`src/rtl/berg_bus_pkg.sv`:
```
// Shared types and default constants for the Berg ribbon bus stages.
package berg_bus_pkg;

    typedef enum logic [1:0] {
        IDLE = 2'd0,
        WAIT = 2'd1,
        ACK  = 2'd2
    } state_t;

    localparam int BERG_DATA_W      = 8;
    localparam int BERG_SYNC_STAGES = 2;

endpackage

```
`src/rtl/berg_sync_fifo.sv`:
```
// Synchronous circular-buffer FIFO with push/pop, occupancy and a registered head word.
module berg_sync_fifo #(
    parameter int DATA_W = 8,
    parameter int DEPTH  = 4
) (
    input  logic                     clk,
    input  logic                     reset,
    input  logic                     push,
    input  logic [DATA_W-1:0]        push_data,
    input  logic                     pop,
    output logic [DATA_W-1:0]        out_data,
    output logic                     out_valid,
    output logic [$clog2(DEPTH):0]   level
);

    localparam int PTR_W = $clog2(DEPTH);
    localparam int LVL_W = PTR_W + 1;

    logic [DATA_W-1:0] mem [DEPTH];

    logic [PTR_W-1:0]  wr_ptr_reg, wr_ptr_next;
    logic [PTR_W-1:0]  rd_ptr_reg, rd_ptr_next;
    logic [LVL_W-1:0]  level_reg, level_next;
    logic [DATA_W-1:0] head_reg, head_next;
    logic              valid_reg;
    logic              push_ok, pop_ok;

    assign pop_ok  = pop && (level_reg != '0);
    assign push_ok = push && ((level_reg != LVL_W'(DEPTH)) || pop_ok);

    always_comb begin
        rd_ptr_next = rd_ptr_reg;
        wr_ptr_next = wr_ptr_reg;
        level_next  = level_reg;
        head_next   = head_reg;
        if (pop_ok) begin
            rd_ptr_next = rd_ptr_reg + PTR_W'(1);
        end
        if (push_ok) begin
            wr_ptr_next = wr_ptr_reg + PTR_W'(1);
        end
        case ({push_ok, pop_ok})
            2'b10:   level_next = level_reg + LVL_W'(1);
            2'b01:   level_next = level_reg - LVL_W'(1);
            default: level_next = level_reg;
        endcase
        // The new head may be the word being written this very cycle.
        if (level_next != '0) begin
            if (push_ok && (wr_ptr_reg == rd_ptr_next)) begin
                head_next = push_data;
            end else begin
                head_next = mem[rd_ptr_next];
            end
        end
    end

    always_ff @(posedge clk) begin
        if (push_ok) begin
            mem[wr_ptr_reg] <= push_data;
        end
    end

    always_ff @(posedge clk) begin
        if (reset) begin
            wr_ptr_reg <= '0;
            rd_ptr_reg <= '0;
            level_reg  <= '0;
            head_reg   <= '0;
            valid_reg  <= 1'b0;
        end else begin
            wr_ptr_reg <= wr_ptr_next;
            rd_ptr_reg <= rd_ptr_next;
            level_reg  <= level_next;
            head_reg   <= head_next;
            valid_reg  <= (level_next != '0);
        end
    end

    assign out_data  = head_reg;
    assign out_valid = valid_reg;
    assign level     = level_reg;

endmodule

```
`src/rtl/berg_bus_rx.sv`:
```
// Receive stage behind the Berg ribbon: synchronises strobe/data, runs the
// four-phase strobe/ack handshake and buffers words for a valid/ready consumer.
module berg_bus_rx
    import berg_bus_pkg::*;
#(
    parameter int DATA_W      = BERG_DATA_W,
    parameter int DEPTH       = 4,
    parameter int SYNC_STAGES = BERG_SYNC_STAGES
) (
    input  logic                     clk,
    input  logic                     reset,
    input  logic [DATA_W-1:0]        cbl_data,
    input  logic                     cbl_strobe,
    output logic                     cbl_ack,
    output logic [DATA_W-1:0]        out_data,
    output logic                     out_valid,
    input  logic                     out_ready,
    output logic [$clog2(DEPTH):0]   level,
    output logic                     proto_err,
    input  logic                     clr_err
);

    localparam int LVL_W = $clog2(DEPTH) + 1;

    logic              strobe_feed   [SYNC_STAGES];
    logic [DATA_W-1:0] data_feed     [SYNC_STAGES];
    logic              strobe_sync_reg [SYNC_STAGES];
    logic [DATA_W-1:0] data_sync_reg   [SYNC_STAGES];

    logic [SYNC_STAGES-1:0] primed_reg;
    logic                   armed_reg;
    logic                   strobe_d_reg;
    logic                   strobe_s;
    logic [DATA_W-1:0]      data_s;
    logic                   strobe_rise;

    state_t state_reg, state_next;
    logic   ack_reg;
    logic   err_reg, err_set;
    logic   push, space;

    logic [LVL_W-1:0] fifo_level;

    for (genvar gi = 0; gi < SYNC_STAGES; gi++) begin : g_sync_feed
        if (gi == 0) begin : g_head
            assign strobe_feed[gi] = cbl_strobe;
            assign data_feed[gi]   = cbl_data;
        end else begin : g_chain
            assign strobe_feed[gi] = strobe_sync_reg[gi-1];
            assign data_feed[gi]   = data_sync_reg[gi-1];
        end
    end

    always_ff @(posedge clk) begin
        if (reset) begin
            for (int i = 0; i < SYNC_STAGES; i++) begin
                strobe_sync_reg[i] <= 1'b0;
                data_sync_reg[i]   <= '0;
            end
        end else begin
            for (int i = 0; i < SYNC_STAGES; i++) begin
                strobe_sync_reg[i] <= strobe_feed[i];
                data_sync_reg[i]   <= data_feed[i];
            end
        end
    end

    assign strobe_s = strobe_sync_reg[SYNC_STAGES-1];
    assign data_s   = data_sync_reg[SYNC_STAGES-1];

    // After reset the synchroniser holds zeros rather than the real line, so a
    // strobe left high across reset must be seen low once before a rise counts.
    always_ff @(posedge clk) begin
        if (reset) begin
            primed_reg   <= '0;
            armed_reg    <= 1'b0;
            strobe_d_reg <= 1'b0;
        end else begin
            primed_reg   <= {primed_reg[SYNC_STAGES-2:0], 1'b1};
            armed_reg    <= armed_reg | (primed_reg[SYNC_STAGES-1] & ~strobe_s);
            strobe_d_reg <= strobe_s;
        end
    end

    assign strobe_rise = armed_reg & strobe_s & ~strobe_d_reg;

    // Full FIFO still has room when the consumer pops on the same edge.
    assign space = (fifo_level != LVL_W'(DEPTH)) || out_ready;

    always_comb begin
        state_next = state_reg;
        push       = 1'b0;
        err_set    = 1'b0;
        case (state_reg)
            IDLE: begin
                if (strobe_rise) begin
                    if (space) begin
                        push       = 1'b1;
                        state_next = ACK;
                    end else begin
                        state_next = WAIT;
                    end
                end
            end
            WAIT: begin
                if (!strobe_s) begin
                    err_set    = 1'b1;
                    state_next = IDLE;
                end else if (space) begin
                    push       = 1'b1;
                    state_next = ACK;
                end
            end
            ACK: begin
                if (!strobe_s) begin
                    state_next = IDLE;
                end
            end
            default: state_next = IDLE;
        endcase
    end

    always_ff @(posedge clk) begin
        if (reset) begin
            state_reg <= IDLE;
            ack_reg   <= 1'b0;
            err_reg   <= 1'b0;
        end else begin
            state_reg <= state_next;
            ack_reg   <= (state_next == ACK);
            if (err_set) begin
                err_reg <= 1'b1;
            end else if (clr_err) begin
                err_reg <= 1'b0;
            end
        end
    end

    berg_sync_fifo #(
        .DATA_W (DATA_W),
        .DEPTH  (DEPTH)
    ) u_fifo (
        .clk       (clk),
        .reset     (reset),
        .push      (push),
        .push_data (data_s),
        .pop       (out_ready),
        .out_data  (out_data),
        .out_valid (out_valid),
        .level     (fifo_level)
    );

    assign cbl_ack   = ack_reg;
    assign level     = fifo_level;
    assign proto_err = err_reg;

endmodule
```
`config.mk`:
```
export PLATFORM = sky130hd
export DESIGN_NAME = berg_bus_rx
export DESIGN_NICKNAME = d
export VERILOG_FILES = /design/src/rtl/berg_bus_pkg.sv /design/src/rtl/berg_sync_fifo.sv /design/src/rtl/berg_bus_rx.sv
export SDC_FILE = /design/constraint.sdc
export NUM_CORES = 1
export LEC_CHECK = 0
export ABC_AREA = 1
export BUFFER_PORTS_ARGS = -buffer_cell sky130_fd_sc_hd__buf_2
export CORE_ASPECT_RATIO = 0.5
export CORE_MARGIN = 3
export CORE_UTILIZATION = 35
export CTS_BUF_LIST = sky130_fd_sc_hd__clkbuf_16
export DETAILED_ROUTE_END_ITERATION = 6
export SLEW_MARGIN = 20
export SYNTH_ARGS = -nofsm -noshare
export SYNTH_HDL_FRONTEND = slang
export SYNTH_SLANG_ARGS = --single-unit
```
`constraint.sdc`:
```
create_clock -name clk -period 2.66 [get_ports clk]
set_input_delay 0.133 -clock clk [delete_from_list [all_inputs] [get_ports clk]]
set_output_delay 0.133 -clock clk [all_outputs]
set_load 0.01 [all_outputs]
```
==> results by group <==
Clock network
  – Clock Path Buffers: 2
  – Clock slew at reported path FFs: 0.06 ns
  – TritonCTS clock tree: built
  – Post-CTS Setup Inserts: 0
  – Root Driver: clkbuf_16
  – H-tree depth: 3
  – Clock net sink count: 74
  – CTS Buf Count: 9
  – Clock latency on the worst-skew pair: 0.33 ns

Logic synthesis
  – Sequential fraction of the synthesis area: 59.63%
  – Syn Inst Count: 316
  – Area contributors post-synth: edfxtp_1 (32%), dfxtp_1 (28%), nand2_1 (7.5%)
  – Post-synthesis cell area: 3022 um^2
  – Avg Inst Size Synth: 9.562 um^2
  – Yosys cell types: 28
  – Top-area cell type share of the netlist area: 31.80%
  – Synth warn: 0
  – Synth Net Count: 335
  – Flops & latches, synth: 74
  – Post-synth top area cell: edfxtp_1

Setup path
  – Crit path DAT: 2.69 ns
  – Crit-path cells: nor2_2 -> nand2_1 -> nand3_2 -> ha_2 -> inv_1 -> fa_2 -> nand2_1 -> o21ai_2 -> inv_1 -> nor2_1 -> nand2_2 -> nand2_4 -> clkinvlp_4 -> nand3_2 -> nand2_1
  – Critical path type: reg2reg
  – CP Launch Type: register
  – CP max FO: 5
  – CP top delay family: simple AND/OR/NAND/NOR gates
  – Slowest CP cell: fa_2
  – CP max stage delay: 0.52 ns
  – Worst Setup End Kind: register
  – Most used cell, CP: nand2_1
  – CP bufs+invs: 3
  – Critical Path RT: 2.88 ns

Cells and area
  – # diodes: 0
  – Seq. cell area: 1802 um^2
  – Multi-input gate area: 993.5 um^2
  – Max reg flops: 32
  – Post-route insts no fill: 470
  – Share of cells above drive strength 1: 19.27%
  – # fillers: 761
  – Area delta synth->final: 20.37%
  – Final nets: 372

Die
  – Rows: 23
  – Die area: 9852 um^2
  – Core box area: 8202 um^2
  – Starting Density: 36.84%
  – Die Wd: 137.4 um
  – Top Ports: 27
  – Die Span Y: 71.70 um

Timing
  – Worst slew pin tran: 0.7702 ns
  – Crit share post-route: 92.52%
  – Final hold viol count: 0
  – Min Hold Slack: 0.009830 ns
  – Final Setup Violations: 0
  – RSZ-0062 raised after global routing: false
  – Setup skew after layout: 0.006968 ns
  – Setup tns final: 0 ns
  – FMAX: 406.3 MHz
  – Max-slew violations: 0
  – Slew HR: 48.47%
  – Final Critical Period: 2.461 ns
  – Setup ws final: 0.1989 ns

Detailed routing
  – Routed vias/inst: 4.460
  – Post-DRT Antenna Nets: 0
  – Routed len/inst: 12.81 um
  – First-pass DRT Iterations: 4
  – Total Wirelength: 6020 um
  – Initial DRC Count: 120
  – Post-route DRC violation count: 0
  – DR vias: 2096

Placed design
  – Post-Place Cells: 448
  – Port bufs: 26
  – Gpl congestion: 0.8338
  – DP Worst Slack: 0.09965 ns
  – DPL Wire Length: 4122 um

Global route
  – Grt ovf: 0
  – Initial antenna violation count: 0
  – Vias in the first global route: 2139
  – Largest net degree at the start of global routing: 30
  – Total track usage: 13.73%
  – First-pass GRT wire length: 10180 um

Power and ir drop
  – Leakage: 1.581 nW
  – Sw Pwr: 0.001169 W
  – VDD IR max: 0.3345 mV
  – Reg power frac: 38.9%
  – Combinational Power Share: 28.3%
  – Clock power frac: 32.8%
  – Cell Pwr Density: 952.2 nW/um^2
  – Sw Ratio: 33.77%
  – Internal cell power: 0.002294 W

Outcome
  – Status: completed

Flow run
  – Max_cap viols: 0

Min path
  – Hold WC Path Type: in2reg
==> power groups by stage <==
stage	clock, W	sequential (W)	combinational, W
3_3_place_gp	0	0.00137	0.000885
3_5_place_dp	0	0.00137	0.000916
6_report	0.00114	0.00135	0.000980
2_1_floorplan	0	0.00140	0.000627
5_1_grt	0.00122	0.00136	0.00112
4_1_cts	0.00116	0.00134	0.000927
==> cell families after synthesis <==
group | after synthesis | synth area share (%)
compound gates | 12 | 2.360
xor+xnor | 2 | 0.5798
fa+ha+maj | 6 | 2.733
buf+inv | 62 | 8.530
flops | 74 | 59.63
simple gates | 160 | 26.17
==> worst paths after layout <==
check | from | endpoint | slack (ns) | depth (start not counted)
setup / recovery | u_fifo.level[0]$_SDFF_PP0_ | u_fifo.out_data[7]$_SDFFE_PP0P_ | 0.20 | 15
hold / removal | cbl_strobe | strobe_sync_reg[0][0]$_SDFF_PP0_ | 0.01 | 3
hold reg to reg | data_sync_reg[0][1]$_SDFF_PP0_ | data_sync_reg[0][9]$_SDFF_PP0_ | 0.40 | 2
setup reg to reg | u_fifo.level[0]$_SDFF_PP0_ | u_fifo.out_data[7]$_SDFFE_PP0P_ | 0.20 | 15
==> stage by stage <==
stage          area [um^2]  util, %  power (W)
5_1_grt               3637    44.35   0.003698
2_1_floorplan         3022        -   0.002028
4_1_cts               3585    43.71   0.003434
3_5_place_dp          3256    39.69   0.002284
6_report              3637    44.35   0.003463
3_3_place_gp          3256    39.69   0.002252
==> worst reg2reg max path, delay by kind of cell (launching register included) <==
| family | cells | cell delay (ns) |
|---|---|---|
| AO/OA/AOI/OAI | 1 | 0.07 |
| adder cells (fa/ha/maj) | 2 | 0.70 |
| flip-flops | 1 | 0.34 |
| AND/OR/NAND/NOR | 9 | 0.97 |
| buffers and inverters | 3 | 0.27 |
==> area by class of cell <==
class | instances | share of cell area, %
clock buffers | 10 | 6.880
flip-flops and latches | 74 | 49.54
well taps | 112 | 3.853
repair inverters | 1 | 0.2064
multi-input cells | 180 | 27.31
inverters | 54 | 5.779
clock inverters | 6 | 1.066
repair buffers | 33 | 5.366
==> routing by layer <==
| metal | wire [um] | GRT usage [%] | part of all wire [%] | vias to the layer above |
|---|---|---|---|---|
| met5 | 0 | 0 | 0 | - |
| met4 | 92 | 5.420 | 1.5 | 0 |
| met3 | 233 | 4.769 | 3.9 | 9 |
| met2 | 3017 | 23.70 | 50 | 37 |
| met1 | 2677 | 15.76 | 44 | 964 |
| li1 | - | - | - | 1086 |
==> synth_stat cells (all sizes together) <==
| master | instances |
|---|---|
| nand2 | 68 |
| inv | 52 |
| nand3 | 49 |
| dfxtp | 42 |
| nor2 | 34 |
| edfxtp | 32 |
| nand4 | 8 |
| a21oi | 7 |
| buf | 6 |
| ha | 5 |
| o21ai | 5 |
| clkbuf | 2 |
| clkinv | 2 |
| fa | 1 |
| nor3 | 1 |
| xnor2 | 1 |
| xor2 | 1 |
==> placed cells by master (no fill, tap or decap), drive strengths merged <==
| cell type | count |
|---|---|
| nand3 | 49 |
| inv | 54 |
| buf | 28 |
| fa | 1 |
| nand2 | 68 |
| nor2 | 34 |
| a21oi | 7 |
| ha | 5 |
| edfxtp | 32 |
| dfxtp | 42 |
| clkinvlp | 3 |
| xnor2 | 1 |
| clkbuf | 10 |
| nor3 | 1 |
| dlygate4sd3 | 5 |
| nand4 | 8 |
| xor2 | 1 |
| clkinv | 4 |
| o21ai | 5 |
==> repair_timing <==
| item | 4_1_cts | 5_1_grt |
|---|---|---|
| gates resized for setup | 0 | 12 |
| hold endpoints to repair | 4 | 1 |
| hold buffers | 4 | 1 |
| setup endpoints to repair | 0 | 9 |
(Power assumes the default switching activity.)
